**config.mk**
```make
export PLATFORM = sky130hd
export DESIGN_NAME = apb_bridge_master
export DESIGN_NICKNAME = d
export VERILOG_FILES = /design/src/rtl/apb_pkg.sv /design/src/rtl/apb_timeout_ctr.sv /design/src/rtl/apb_bridge_master.sv
export SDC_FILE = /design/constraint.sdc
export NUM_CORES = 1
export LEC_CHECK = 0
export BUFFER_PORTS_ARGS = -buffer_cell sky130_fd_sc_hd__clkbuf_2
export CORE_AREA = 5 5 58 73
export CTS_BUF_LIST = sky130_fd_sc_hd__clkbuf_4
export DETAILED_ROUTE_END_ITERATION = 8
export DIE_AREA = 0 0 63 78
export PLACE_DENSITY = 0.84
export SLEW_MARGIN = 25
export SYNTH_ARGS = -nofsm -noshare
export SYNTH_HDL_FRONTEND = slang
export SYNTH_HIERARCHICAL = 1
export SYNTH_SLANG_ARGS = --single-unit
```
**constraint.sdc**
```tcl
create_clock -name PCLK -period 2.2 [get_ports PCLK]
set_clock_uncertainty 0.15 [all_clocks]
set_input_delay 0.11 -clock PCLK [delete_from_list [all_inputs] [get_ports PCLK]]
set_output_delay 0.11 -clock PCLK [all_outputs]
set_load 0.005 [all_outputs]
```
**src/rtl/apb_pkg.sv**
```systemverilog
// Shared types and constants for the APB master bridge and its peripheral map.
package apb_pkg;

    typedef enum logic [1:0] {
        IDLE   = 2'd0,
        SETUP  = 2'd1,
        ACCESS = 2'd2
    } apb_state_t;

    // PADDR bit that steers between GPIO (1) and UART (0)
    localparam int unsigned SEL_BIT = 7;

    localparam logic [7:0] GPIO_IN  = 8'h81;
    localparam logic [7:0] GPIO_OUT = 8'h82;
    localparam logic [7:0] GPIO_DIR = 8'h83;

    localparam int unsigned TIMEOUT_DEF = 16;

endpackage

```
**src/rtl/apb_timeout_ctr.sv**
```systemverilog
// Saturating ACCESS-cycle counter; o_expired marks the last permitted wait cycle.
module apb_timeout_ctr #(
    parameter int unsigned LIMIT = 16,
    parameter int unsigned CNT_W = 5
) (
    input  logic i_clk,
    input  logic i_rst,
    input  logic i_clear,
    input  logic i_en,
    output logic o_expired
);

    localparam logic [CNT_W-1:0] MAX_CNT  = CNT_W'(LIMIT);
    localparam logic [CNT_W-1:0] LAST_CNT = CNT_W'(LIMIT - 1);

    logic [CNT_W-1:0] r_count;

    always_ff @(posedge i_clk or posedge i_rst) begin
        if (i_rst) begin
            r_count <= '0;
        end else if (i_clear) begin
            r_count <= '0;
        end else if (i_en && (r_count != MAX_CNT)) begin
            r_count <= r_count + CNT_W'(1);
        end
    end

    // Count holds the number of ACCESS cycles already spent, so the current one is the LIMIT-th
    assign o_expired = i_en && (r_count >= LAST_CNT);

endmodule

```
**src/rtl/apb_bridge_master.sv**
```systemverilog
// Host valid/ready to APB master bridge with PADDR[7] slave decode and PREADY timeout.
module apb_bridge_master
    import apb_pkg::*;
#(
    parameter int unsigned ADDR_W  = 8,
    parameter int unsigned DATA_W  = 8,
    parameter int unsigned TIMEOUT = TIMEOUT_DEF
) (
    input  logic              PCLK,
    input  logic              PRESET,
    input  logic              req_valid,
    output logic              req_ready,
    input  logic              req_write,
    input  logic [ADDR_W-1:0] req_addr,
    input  logic [DATA_W-1:0] req_wdata,
    output logic              rsp_valid,
    output logic [DATA_W-1:0] rsp_rdata,
    output logic              rsp_err,
    output logic              PSEL1,
    output logic              PSEL2,
    output logic              PENABLE,
    output logic [ADDR_W-1:0] PADDR,
    output logic              PWRITE,
    output logic [DATA_W-1:0] PWDATA,
    input  logic [DATA_W-1:0] PRDATA1,
    input  logic              PREADY1,
    input  logic [DATA_W-1:0] PRDATA2,
    input  logic              PREADY2
);

    localparam int unsigned TO_W = $clog2(TIMEOUT + 1);

    apb_state_t r_state;
    apb_state_t w_state_next;

    logic              r_psel1;
    logic              r_psel2;
    logic              r_penable;
    logic [ADDR_W-1:0] r_paddr;
    logic              r_pwrite;
    logic [DATA_W-1:0] r_pwdata;
    logic              r_rsp_valid;
    logic              r_rsp_err;
    logic [DATA_W-1:0] r_rsp_rdata;

    logic              w_accept;
    logic              w_access;
    logic              w_ready;
    logic              w_expired;
    logic [DATA_W-1:0] w_prdata;

    assign w_accept = (r_state == IDLE) && req_valid;
    assign w_access = (r_state == ACCESS);
    // Only the selected slave is observed; the other slave's handshake is ignored
    assign w_ready  = r_psel1 ? PREADY1 : PREADY2;
    assign w_prdata = r_psel1 ? PRDATA1 : PRDATA2;

    apb_timeout_ctr #(
        .LIMIT (TIMEOUT),
        .CNT_W (TO_W)
    ) u_timeout_ctr (
        .i_clk     (PCLK),
        .i_rst     (PRESET),
        .i_clear   (w_accept),
        .i_en      (w_access),
        .o_expired (w_expired)
    );

    always_ff @(posedge PCLK or posedge PRESET) begin
        if (PRESET) begin
            r_state <= IDLE;
        end else begin
            r_state <= w_state_next;
        end
    end

    always_comb begin
        w_state_next = r_state;
        case (r_state)
            IDLE:    if (req_valid) w_state_next = SETUP;
            SETUP:   w_state_next = ACCESS;
            ACCESS:  if (w_ready || w_expired) w_state_next = IDLE;
            default: w_state_next = IDLE;
        endcase
    end

    always_ff @(posedge PCLK or posedge PRESET) begin
        if (PRESET) begin
            r_psel1     <= 1'b0;
            r_psel2     <= 1'b0;
            r_penable   <= 1'b0;
            r_paddr     <= '0;
            r_pwrite    <= 1'b0;
            r_pwdata    <= '0;
            r_rsp_valid <= 1'b0;
            r_rsp_err   <= 1'b0;
            r_rsp_rdata <= '0;
        end else begin
            r_rsp_valid <= 1'b0;
            case (r_state)
                IDLE: begin
                    if (req_valid) begin
                        r_paddr  <= req_addr;
                        r_pwrite <= req_write;
                        r_pwdata <= req_wdata;
                        r_psel1  <= req_addr[SEL_BIT];
                        r_psel2  <= ~req_addr[SEL_BIT];
                    end
                end
                SETUP: r_penable <= 1'b1;
                ACCESS: begin
                    // PREADY wins over expiry when both land on the final allowed cycle
                    if (w_ready || w_expired) begin
                        r_rsp_valid <= 1'b1;
                        r_rsp_err   <= ~w_ready;
                        r_rsp_rdata <= (w_ready && !r_pwrite) ? w_prdata : '0;
                        r_psel1     <= 1'b0;
                        r_psel2     <= 1'b0;
                        r_penable   <= 1'b0;
                    end
                end
                default: ;
            endcase
        end
    end

    assign req_ready = (r_state == IDLE);
    assign rsp_valid = r_rsp_valid;
    assign rsp_rdata = r_rsp_rdata;
    assign rsp_err   = r_rsp_err;
    assign PSEL1     = r_psel1;
    assign PSEL2     = r_psel2;
    assign PENABLE   = r_penable;
    assign PADDR     = r_paddr;
    assign PWRITE    = r_pwrite;
    assign PWDATA    = r_pwdata;

endmodule

```
Yosys cells after proc, flatten, opt, wreduce, memory -nomap -nowiden
Index checks and enable logic that the tools add are counted.

Bits in registers: 37. Input port bits: 38. Output and inout port bits: 31.

Add/sub/neg operators: 1. $lt $le $gt $ge: 1. Equality and inequality tests: 5. Multiplexer cells: 16. Bitwise operators: 2. Reductions and logical operators: 15.

Operators with widths (number): 2-to-1 mux 8 bit (2); 2-to-1 mux 5 bit (2); AND reduction 2 bit (4); 2-to-1 mux 1 bit (6); case mux 1 bit (2 select lines) (3); case mux 2 bit (3 select lines) (1); nonzero test 2 bit (3); adder 5 x 1 -> 5 bit, second input constant (1); greater-or-equal comparator 5 x 4 -> 1 bit, second input constant (1); inequality test 5 bit, second input constant (1); logical AND 1 bit (4); 2-to-1 mux 2 bit (2); inequality test 2 bit, second input constant (2); AND reduction 3 bit (1); == test 2 x 1 -> 1 bit, second input constant (1); == test 2 bit, second input constant (1); zero test 2 bit (1); NOT 1 bit (2); zero test 1 bit (1); logical OR 1 bit (1).

Depth between registers and ports, before layout
Gate-level depths: netlist of the first run.

Depth after elaboration: 5. Mapped depth: 8. Depth with buffers taken out: 7.

Cells and area by module
The synthesis of the first run kept the hierarchy.

By module, submodules not included: apb_bridge_master (times used 1, cells each 90, area an instance 1316.3 sq um); apb_timeout_ctr (times used 1, cells each 33, area an instance 311.5 sq um).

Worst setup path after synthesis of the first run
OpenSTA, ideal clock, no wires.

Path type: reg2reg. Start point: register u_timeout_ctr.r_count[0]. End point: register r_rsp_rdata[0], in the netlist rsp_rdata[0]. Setup time: 0.128 ns. Data arrival time: 1.615 ns. Data required time: 1.922 ns. Setup slack: 0.307 ns. Stages on the path, launching flop included: 9. Path buffers: 1. Clock period less this slack: 1.893 ns. Cell sequence: dfrtp_1 ha_1 and3_1 ha_1 nor2_1 a21boi_0 o21ai_4 buf_6 o2bb2ai_1.

Cells in the longest elaborated chain, start to end: 4.

RTL lines: start: declaration (RTL line apb_timeout_ctr.sv:16) `logic [CNT_W-1:0] r_count;`; start signal: assignment (RTL line apb_timeout_ctr.sv:24) `r_count <= r_count + CNT_W'(1);`; greater-or-equal comparator 5 x 4 -> 1 bit (RTL line apb_timeout_ctr.sv:29) `assign o_expired = i_en && (r_count >= LAST_CNT);`; logical AND 1 bit (RTL line apb_timeout_ctr.sv:29); net w_expired (RTL line apb_bridge_master.sv:49) `logic w_expired;`; logical OR 1 bit (RTL line apb_bridge_master.sv:113) `if (w_ready || w_expired) begin`; AND reduction 2 bit (no source line); end signal: assignment (RTL line apb_bridge_master.sv:116) `r_rsp_rdata <= (w_ready && !r_pwrite) ? w_prdata : '0;`; end: declaration (RTL line apb_bridge_master.sv:44) `logic [DATA_W-1:0] r_rsp_rdata;`.

The timed path passes the listed nets, and every way through them passes these cells. A chain may end at the register's enable or synchronous reset.

Final worst setup path of the first run
Start point: register u_timeout_ctr.r_count[0]. End point: register r_psel1, in the netlist PSEL1.

Cells in the longest elaborated chain, start to end: 5.

RTL lines: greater-or-equal comparator 5 x 4 -> 1 bit (RTL line apb_timeout_ctr.sv:29); logical AND 1 bit (RTL line apb_timeout_ctr.sv:29); net w_expired (RTL line apb_bridge_master.sv:49); logical OR 1 bit (RTL line apb_bridge_master.sv:113); inequality test 2 bit (no source line); AND reduction 3 bit (no source line); end signal: assignment (RTL line apb_bridge_master.sv:106) `r_psel1 <= req_addr[SEL_BIT];`; end: declaration (RTL line apb_bridge_master.sv:36) `logic r_psel1;`.

The timed path passes the listed nets, and every way through them passes these cells.

==> impl_metrics.ini, run 1 <==
[run_status]
run_status = finished, final reports clean

[sta]
setup-tns-final_ps = 0
fmaxAchievable_ghz = 0.504
timing.final.hold_violations = 0
slew_headroom_pct = 71.2
setup_violations = 0
timing_max_transition_violations_final = 0
setup_slack_ps = 215
final_period_minus_worst_setup_slack_ps = 1990
rsz0062_at_grt = no
final_cycle_share_pct = 90.2
worst-slew-pin-transition_ps = 431

[setup_path]
worst-path-buf-inv = 0
cp-end-kind = flip-flop
cp_cell_sequence = ha_1 > and3_1 > ha_1 > nor2_1 > a21boi_1 > o21ai_4 > a21boi_1
critical_path_peak_fanout = 12
r2r_cells = 7
dominant_delay_contributor_by_cell_family_on_the_critical_path = compound AO/OA/AOI/OAI gates
regToRegEndpoint = PSEL1
rr_startpoint = u_timeout_ctr/r_count[0]
cp_slowest_stage_delay_ps = 440
path_class = flip-flop to flip-flop
required_ps = 2310
cp_data_arrival_time_ps = 2090
r2r_setup_slack_ps = 210
start_kind = flip-flop
critical-path-slowest-cell = dfrtp_1

[pwr]
p_per_area_nw_per_um2 = 1120
netSwitchingFraction_pct = 34.0
p_comb_share_pct = 44.5
p_clk_share_pct = 12.6
worst_vdd_ir_mv = 0.830
cell_internal_pwr_uw = 1800
p_switching_uw = 928
share_seq_of_total_power_pct = 42.9
leakagePower_uw = 0.00123

[clock_tree]
worst_skew_pair.late_latency_ps = 330
clkSlewWorstSetupHoldPaths_ps = 110
cts_buffers = 5
cts_num_sinks = 37
clock-root-buffer = clkbuf_4
tritoncts = yes
clock_tree.htree_level_count = 2
clk_path_buf_depth = 2
post-cts-setup-buffers = 0

[synth]
synth.avg_cell_area_um2 = 13.2
count_of_warnings_emitted_by_yosys = 6
post_synth_instance_area_um2 = 1630
synth_top_flop_cell = dfrtp_1
netlist_instances = 123
share_of_yosys_cell_area_claimed_by_the_top_area_cell_type_pct = 56.9
asyncSetResetFlopFracSynth_pct = 100
ys_seq_area_share_pct = 56.9
synth_seq_cells = 37
net_count_after_synthesis = 164
synth_compound_gate_area_share_pct = 10.9
yosys.cell_count.top_type = dfrtp_1
netlist_top_cells_count = dfrtp_1, mux2_2, inv_1, mux2i_1, o2bb2ai_1
synthAdderAreaFrac_pct = 2.31
netlist.top_cell.by_area = dfrtp_1
number_of_enable_flip_flop_cells_after_synthesis = 0
basic_gate_share_of_the_synthesized_area_counting_and_or_nand_and_nor_cells_pct = 6.00
synthMuxAreaShare_pct = 18.4
yosysUniqueCellTypes = 31
synth_top_family_by_area = multiplexers
synth.area.top_cells = dfrtp_1, mux2_2, mux2i_1, o2bb2ai_1, ha_1
yosys.area_share.xor_xnor_pct = 0.538

[die]
start_util_pct = 47.1
die_area_um2 = 4910
placeableCoreArea_um2 = 3450
die_y_extent_um = 78
dieWidth_um = 63
ios = 69
core.rowCount = 24

[detailed_routing]
drt_first_pass_iters = 4
route.detailed.vias_per_inst = 4.98
routed_wirelength_mm = 4.30
ant_nets = 0
routed_wire_length_per_instance_um = 15.7
via_count = 1364
drtIter0Drc = 58
remaining_drc_errors = 0

[finish]
layout.cell_area.non_filler_um2 = 2430
final_layout_size_suffix_gt1_share_pct = 43.0
area_added_between_synthesis_and_finish_pct = 49.6
post-route-util_pct = 70.5
final-instance-count-excl-fill = 274
num_antenna_cells = 0
layout_nets = 275

[grt]
pin_count_of_the_biggest_net_entering_global_routing = 27
first_global_vias = 1461
met2_usage_pct = 33.2
globalRouteTotalUtil_pct = 18.2
global_route.overflow_total = 0
grt_busiest_layer = met2
met1_usage_pct = 19.3
grt_first_pass_wirelength_mm = 7.01
antenna_found_initial = 0
groute.layer.met3.usage_pct = 4.19

[placed_design]
pre_cts_slack_ps = 142
placedInstanceArea_um2 = 2010
port-buffer-count = 68
post-dp-hpwl_mm = 2.79
dp_cells = 229
gp_congestion = 0.775

[worst_hold_path]
hp-class = input pin to asynchronous set/reset pin

[job]
cap_viol_max_count = 0
[state kept, by name, indices dropped and copies added (netlist names)]
signal,count
PWRITE,1
rsp_rdata,8
PWDATA,8
r_state,2
PENABLE,1
rsp_valid,1
u_timeout_ctr/r_count,5
rsp_err,1
PADDR,8
PSEL2,1
PSEL1,1
[worst max-delay path by stage]
stage / endpoint / from / cells past startpoint
2_1_floorplan: rsp_rdata[0] / u_timeout_ctr/r_count[0] / 8
3_3_place_gp: PSEL1 / u_timeout_ctr/r_count[0] / 7
3_5_place_dp: PSEL1 / u_timeout_ctr/r_count[0] / 7
4_1_cts: PSEL1 / u_timeout_ctr/r_count[0] / 7
5_1_grt: PSEL1 / u_timeout_ctr/r_count[0] / 7
6_report: PSEL1 / u_timeout_ctr/r_count[0] / 7
[per-stage QoR]
step / power, uW / hold WS (ps)
6_report: 2730 / 65.8
5_1_grt: 2930 / 74.5
4_1_cts: 2750 / 55.8
3_5_place_dp: 2290 / -127
3_3_place_gp: 2240 / -136
2_1_floorplan: 1840 / -261
[tightest hold or removal path, cell delays in order]
cell	delay, ps
dlygate4sd3_1	540
clkbuf_2	120
inv_1	170
[power groups by stage]
stage          Combinational [uW]  Clock (uW)  Sequential [uW]
2_1_floorplan                 665           0             1180
3_3_place_gp                 1070           0             1160
5_1_grt                      1330         391             1210
3_5_place_dp                 1120           0             1170
6_report                     1220         344             1170
4_1_cts                      1230         363             1160
[layer usage]
metal / routed length (um) / part of all wire, %
met1: 1520 / 35
met2: 2440 / 57
met3: 225 / 5.2
met4: 120 / 2.8
met5: 0 / 0
[cell families (layout without fill, tap and decap cells)]
| family | Yosys count | after routing |
|---|---|---|
| flip-flops | 37 | 37 |
| multiplexers | 27 | 27 |
| AO/OA/AOI/OAI | 21 | 21 |
| AND/OR/NAND/NOR | 19 | 19 |
| buffers and inverters | 15 | 127 |
| adder cells (fa/ha/maj) | 3 | 3 |
| XOR/XNOR | 1 | 1 |
[cell usage in the layout (no fill, tap or decap), drive strengths merged]
cell / n
a21oi: 2
buf: 4
and3: 1
nand3b: 1
clkinv: 2
clkbuf: 74
nand2: 3
a21boi: 2
xor2: 1
o41a: 1
nor2b: 2
o21ai: 2
inv: 10
dlygate4sd3: 37
nand2b: 1
nor2: 7
mux2i: 9
nand4: 2
o2bb2ai: 8
dfrtp: 37
o21a: 1
a41o: 1
mux2: 18
a21o: 1
ha: 3
o211a: 1
a211oi: 2
nor3b: 2
[what timing repair did]
item / CTS / global route
gates resized for setup: 0 / 1
hold endpoints to repair: 45 / 0
hold buffers: 37 / 0
setup endpoints to repair: 0 / 10
[area by class of cell]
type / instances / area (um^2)
clock buffers: 6 / 45.0
clock inverters: 2 / 10.0
fillers: 242 / 1020
inverters: 10 / 37.5
multi-input cells: 71 / 627
flip-flops and latches: 37 / 926
well taps: 39 / 48.8
repair buffers: 109 / 741
Note: power is estimated with default switching activity, not from simulation.
==> inputs of run 2 (changes only) <==
--- a/config.mk
+++ b/config.mk
@@ -11,6 +11,7 @@
 export DETAILED_ROUTE_END_ITERATION = 8
 export DIE_AREA = 0 0 63 78
 export PLACE_DENSITY = 0.84
+export RECOVER_POWER = 50
 export SLEW_MARGIN = 25
 export SYNTH_ARGS = -nofsm -noshare
 export SYNTH_HDL_FRONTEND = slang
==> run 2 against run 1 <==
  * Sequential share of layout area grew 0.45 points
  * First-iteration DRC count is 29% lower
  * Critical path type unchanged
  * Non-clock buffer count unchanged
  * Global-route usage is the same
  * Highest routed layer unchanged
  * Largest power group unchanged
  * Register-to-register slack hardly changed
  * Die area is the same
  * Power decreased by 1.5%
==> impl_metrics.ini, run 2 (synthesized netlist as in run 1, its figures left out) <==
[run_status]
run_status = finished, final reports clean

[die]
die_y_extent_um = 78
die_area_um2 = 4910
ios = 69
start_util_pct = 47.1
dieWidth_um = 63
core.rowCount = 24
placeableCoreArea_um2 = 3450

[detailed_routing]
route.detailed.vias_per_inst = 4.92
drt_first_pass_iters = 4
via_count = 1349
remaining_drc_errors = 0
drtIter0Drc = 41
ant_nets = 0
routed_wire_length_per_instance_um = 15.7
routed_wirelength_mm = 4.29

[grt]
antenna_found_initial = 0
global_route.overflow_total = 0
first_global_vias = 1461
globalRouteTotalUtil_pct = 18.2
pin_count_of_the_biggest_net_entering_global_routing = 27
grt_first_pass_wirelength_mm = 7.01

[pwr]
leakagePower_uw = 0.00117
p_per_area_nw_per_um2 = 1120
worst_vdd_ir_mv = 0.821

[setup_path]
cp_cell_sequence = ha_1 > and3_1 > ha_1 > nor2_1 > a21boi_1 > o21ai_4 > a21boi_1
rr_startpoint = u_timeout_ctr/r_count[0]
path_class = flip-flop to flip-flop
required_ps = 2310
critical-path-slowest-cell = dfrtp_1
critical_path_peak_fanout = 12
start_kind = flip-flop
critical_path.startpoint = u_timeout_ctr/r_count[0]
cp_data_arrival_time_ps = 2090
cp_slowest_stage_delay_ps = 440
cp-end-kind = flip-flop

[finish]
most-common-layout-cells = clkbuf_2, dfrtp_1, dlygate4sd3_1, clkbuf_1, mux2_2
layout.cell_area.non_filler_um2 = 2410
layout_commonest_cell = clkbuf_2
layout_nets = 275
area_added_between_synthesis_and_finish_pct = 47.8
num_antenna_cells = 0
final_layout_size_suffix_gt1_share_pct = 34.0

[placed_design]
post-dp-hpwl_mm = 2.79
pre_cts_slack_ps = 142
placedInstanceArea_um2 = 2010
gp_congestion = 0.775
port-buffer-count = 68

[clock_tree]
cts_buffers = 5
tritoncts = yes
clock_tree.htree_level_count = 2
clk_path_buf_depth = 2
post-cts-setup-buffers = 0
clock-root-buffer = clkbuf_4
worst_skew_pair.late_latency_ps = 330
cts_num_sinks = 37
clkSlewWorstSetupHoldPaths_ps = 110

[sta]
setup_violations = 0
final_period_minus_worst_setup_slack_ps = 1980
final_cycle_share_pct = 90.0
timing.final.hold_violations = 0
setup_slack_ps = 220
timing_max_transition_violations_final = 0
slew_headroom_pct = 64.4
fmaxAchievable_ghz = 0.505
rsz0062_at_grt = no
setup-tns-final_ps = 0
worst-slew-pin-transition_ps = 534

[job]
cap_viol_max_count = 0

[worst_hold_path]
hp-class = input pin to asynchronous set/reset pin
-- run 2: cell counts in the layout (fill, tap and decap cells not counted) --
No cell type changed its count.
-- run 2: metal layers --
metal	track usage, %	vias to the layer above	wire length [um]	part of all wire (%)
met5	0	-	0	0
met3	4.19	17	202	4.7
met1	19.3	632	1540	36
met4	8.70	0	146	3.4
met2	33.2	47	2410	56
li1	-	653	-	-
-- run 2: timing repair --
| item | in CTS | in global routing |
|---|---|---|
| gates resized for setup | 0 | 1 |
| setup endpoints to repair | 0 | 10 |
| endpoints found under the hold margin | 45 | 0 |
| hold buffers | 37 | 0 |
-- run 2: final timing paths --
path                       slack (ps)                        to  cells after the start
setup / recovery                  220                     PSEL1                      7
hold / removal                     70  u_timeout_ctr/r_count[3]                      3
setup reg to reg                  220                     PSEL1                      7
hold reg to reg                   350              rsp_rdata[4]                      1
max in group asynchronous         860              rsp_rdata[0]                      4
min in group PCLK                 100                 rsp_valid                      4
-- run 2: metrics by stage --
| stage | util [%] | hold slack [ps] | instances | total power, uW |
|---|---|---|---|---|
| 2_1_floorplan | - | -261 | 123 | 1840 |
| 3_3_place_gp | 58.2 | -136 | 229 | 2240 |
| 3_5_place_dp | 58.2 | -127 | 229 | 2290 |
| 4_1_cts | 70.5 | 55.8 | 274 | 2750 |
| 5_1_grt | 69.7 | 76.9 | 274 | 2880 |
| 6_report | 69.7 | 65.2 | 274 | 2690 |
-- run 2: worst max-delay path, delay by kind of cell, from the launching register on --
family,cells,cell delay [ps]
AOI/OAI and AO/OA,3,660
DFF,1,440
adders and majority gates,2,410
and+or+nand+nor,2,250
-- run 2: power by group --
part / total [uW] / switching [uW] / leakage, uW / internal [uW]
Sequential: 1170 / 190 / 0.000460 / 979
Clock: 347 / 213 / 0.0000354 / 134
Combinational: 1180 / 527 / 0.000672 / 648
-- run 2: area by class of cell --
cell class	instances	area [um^2]
fill	258	1050
sequential	37	926
timing repair buffer	109	712
multi-input combinational	71	627
tap	39	48.8
clock buffer	6	45.0
inverter	10	37.5
clock inverter	2	10.0
==> inputs of run 3 (changes only) <==
--- a/config.mk
+++ b/config.mk
@@ -6,11 +6,11 @@
 export NUM_CORES = 1
 export LEC_CHECK = 0
 export BUFFER_PORTS_ARGS = -buffer_cell sky130_fd_sc_hd__clkbuf_2
-export CORE_AREA = 5 5 58 73
+export CORE_AREA = 5 5 64 66
 export CTS_BUF_LIST = sky130_fd_sc_hd__clkbuf_4
 export DETAILED_ROUTE_END_ITERATION = 8
-export DIE_AREA = 0 0 63 78
-export PLACE_DENSITY = 0.84
+export DIE_AREA = 0 0 69 71
+export PLACE_DENSITY = 0.85
 export RECOVER_POWER = 50
 export SLEW_MARGIN = 25
 export SYNTH_ARGS = -nofsm -noshare
==> run 3 against run 2 <==
  * Global-route usage grew 1.6 points
  * Sequential power is essentially flat
  * Count of clock-buffer cells in the layout shrank 1
  * First-iteration DRC count grew 130%
  * Critical path depth grew 1
  * Register-to-register slack lost 100 ps
  * Maximum frequency shrank 4.9%
  * Via count grew 3.6%
  * Routed wire length grew 5.9%
  * Sequential cell count is the same
  * Cell area grew 0.83%
  * Critical path type unchanged
  * Largest cell class unchanged
  * Largest power group unchanged
==> impl_metrics.ini, run 3 (synthesized netlist as in run 1, its figures left out) <==
[detailed_routing]
drtIter0Drc = 95
ant_nets = 0
routed_wirelength_mm = 4.55
route.detailed.vias_per_inst = 4.90
remaining_drc_errors = 0
drt_first_pass_iters = 4
via_count = 1397
routed_wire_length_per_instance_um = 16.0

[placed_design]
gp_congestion = 0.836
post-dp-hpwl_mm = 2.64
pre_cts_slack_ps = 152
port-buffer-count = 68

[job]
cap_viol_max_count = 0

[clock_tree]
cts_num_sinks = 37
clock-root-buffer = clkbuf_4
worst_skew_pair.late_latency_ps = 350
tritoncts = yes
clkSlewWorstSetupHoldPaths_ps = 110
cts_buffers = 5
clk_path_buf_depth = 2
clock_tree.htree_level_count = 2
post-cts-setup-buffers = 0

[finish]
area_added_between_synthesis_and_finish_pct = 49.0
most-common-layout-cells = clkbuf_2, dfrtp_1, dlygate4sd3_1, clkbuf_1, mux2_2
layout_nets = 276
post-route-util_pct = 68.9
final_layout_size_suffix_gt1_share_pct = 33.5
layout.filler_cells = 298
layout_commonest_cell = clkbuf_2

[die]
start_util_pct = 46.2
ios = 69
dieWidth_um = 69
die_y_extent_um = 71
die_area_um2 = 4900
core.rowCount = 22
placeableCoreArea_um2 = 3520

[sta]
setup_violations = 0
slew_headroom_pct = 63.2
final_cycle_share_pct = 94.6
timing_max_transition_violations_final = 0
fmaxAchievable_ghz = 0.480
worst-slew-pin-transition_ps = 552
timing.final.hold_violations = 0
final_period_minus_worst_setup_slack_ps = 2080
setup_slack_ps = 118

[setup_path]
regToRegEndpoint = rsp_rdata[5]
cp-end-kind = flip-flop
rr_startpoint = u_timeout_ctr/r_count[0]
start_kind = flip-flop
critical_path_peak_fanout = 12
r2r_cells = 8
cp_data_arrival_time_ps = 2200
required_ps = 2310
cp_cell_sequence = ha_1 > and3_1 > ha_1 > nor2_1 > a21boi_0 > buf_4 > o21ai_4 > o2bb2ai_1
critical-path-slowest-cell = dfrtp_1
worst_path_most_repeated_cell = ha_1
cp_slowest_stage_delay_ps = 440
r2r_setup_slack_ps = 120
path_class = flip-flop to flip-flop

[pwr]
leakagePower_uw = 0.00117
worst_vdd_ir_mv = 0.628
p_per_area_nw_per_um2 = 1120

[worst_hold_path]
hp-class = input pin to asynchronous set/reset pin

[grt]
global_route.overflow_total = 0
grt_first_pass_wirelength_mm = 7.49
pin_count_of_the_biggest_net_entering_global_routing = 27
globalRouteTotalUtil_pct = 19.7
antenna_found_initial = 1
first_global_vias = 1500

[run_status]
run_status = finished, final reports clean
==> run 3: changes by cell type in the layout (fill, tap and decap cells not counted) <==
cell and delta:
clkinv_1 +1, buf_1 -1, a21boi_1 -1, clkbuf_4 -1, clkbuf_2 -1, clkinv_4 +1, a21boi_0 +1, diode_2 +1
clkbuf_1 +2, clkinv_2 -1, buf_4 +1
==> run 3: final cells by class <==
cell class | instances | area [um^2] | share of cell area [%]
sequential | 37 | 926 | 38.2
clock inverter | 3 | 17.5 | 0.722
timing repair buffer | 110 | 718 | 29.6
clock buffer | 5 | 37.5 | 1.55
multi-input combinational | 71 | 627 | 25.8
tap | 48 | 60.1 | 2.48
inverter | 10 | 37.5 | 1.55
antenna | 1 | 2.50 | 0.103
==> run 3: worst max-delay path by stage <==
stage                                         from            to  cells after the start  slack, ps
after floorplan           u_timeout_ctr/r_count[0]  rsp_rdata[0]                      8        310
after global placement    u_timeout_ctr/r_count[0]         PSEL1                      8        220
after detailed placement  u_timeout_ctr/r_count[0]         PSEL1                      8        150
after CTS                 u_timeout_ctr/r_count[0]         PSEL1                      8        130
after global routing      u_timeout_ctr/r_count[0]  rsp_rdata[5]                      8        -20
final                     u_timeout_ctr/r_count[0]  rsp_rdata[5]                      8        120
==> run 3: power breakdown <==
group | total [uW] | leakage (uW) | internal [uW] | switching, uW
clock | 352 | 0.0000326 | 121 | 231
sequential | 1170 | 0.000460 | 979 | 192
combinational | 1190 | 0.000675 | 648 | 544
==> run 3: metal layers <==
metal	track usage, %	vias up	share of wire, %
met5	0	-	0
met4	11.1	0	3.5
met3	6.11	13	5.6
met2	34.4	54	54
met1	21.2	665	37
li1	-	665	-
==> run 3: repair_timing <==
item / 4_1_cts / 5_1_grt
hold buffers: 37 / 0
endpoints found under the setup margin: 0 / 1
endpoints found under the hold margin: 44 / 0
gates resized for setup: 0 / 0
==> run 3: metrics by stage <==
| step | hold slack (ps) | TNS (ps) | area, um^2 | total power (uW) | instances |
|---|---|---|---|---|---|
| after floorplan | -261 | 0 | 1630 | 1840 | 123 |
| after global placement | -138 | 0 | 2030 | 2250 | 239 |
| after detailed placement | -130 | 0 | 2030 | 2280 | 239 |
| after CTS | 42.0 | 0 | 2450 | 2750 | 284 |
| after global routing | 55.6 | -16.3 | 2430 | 2910 | 285 |
| final | 41.1 | 0 | 2430 | 2710 | 285 |
==> run 3: critical path: cells and delay by family (launching register included) <==
family,cells,cell delay [ps]
buf+inv,1,150
compound gates,3,560
flops,1,440
simple gates,2,260
fa+ha+maj,2,430
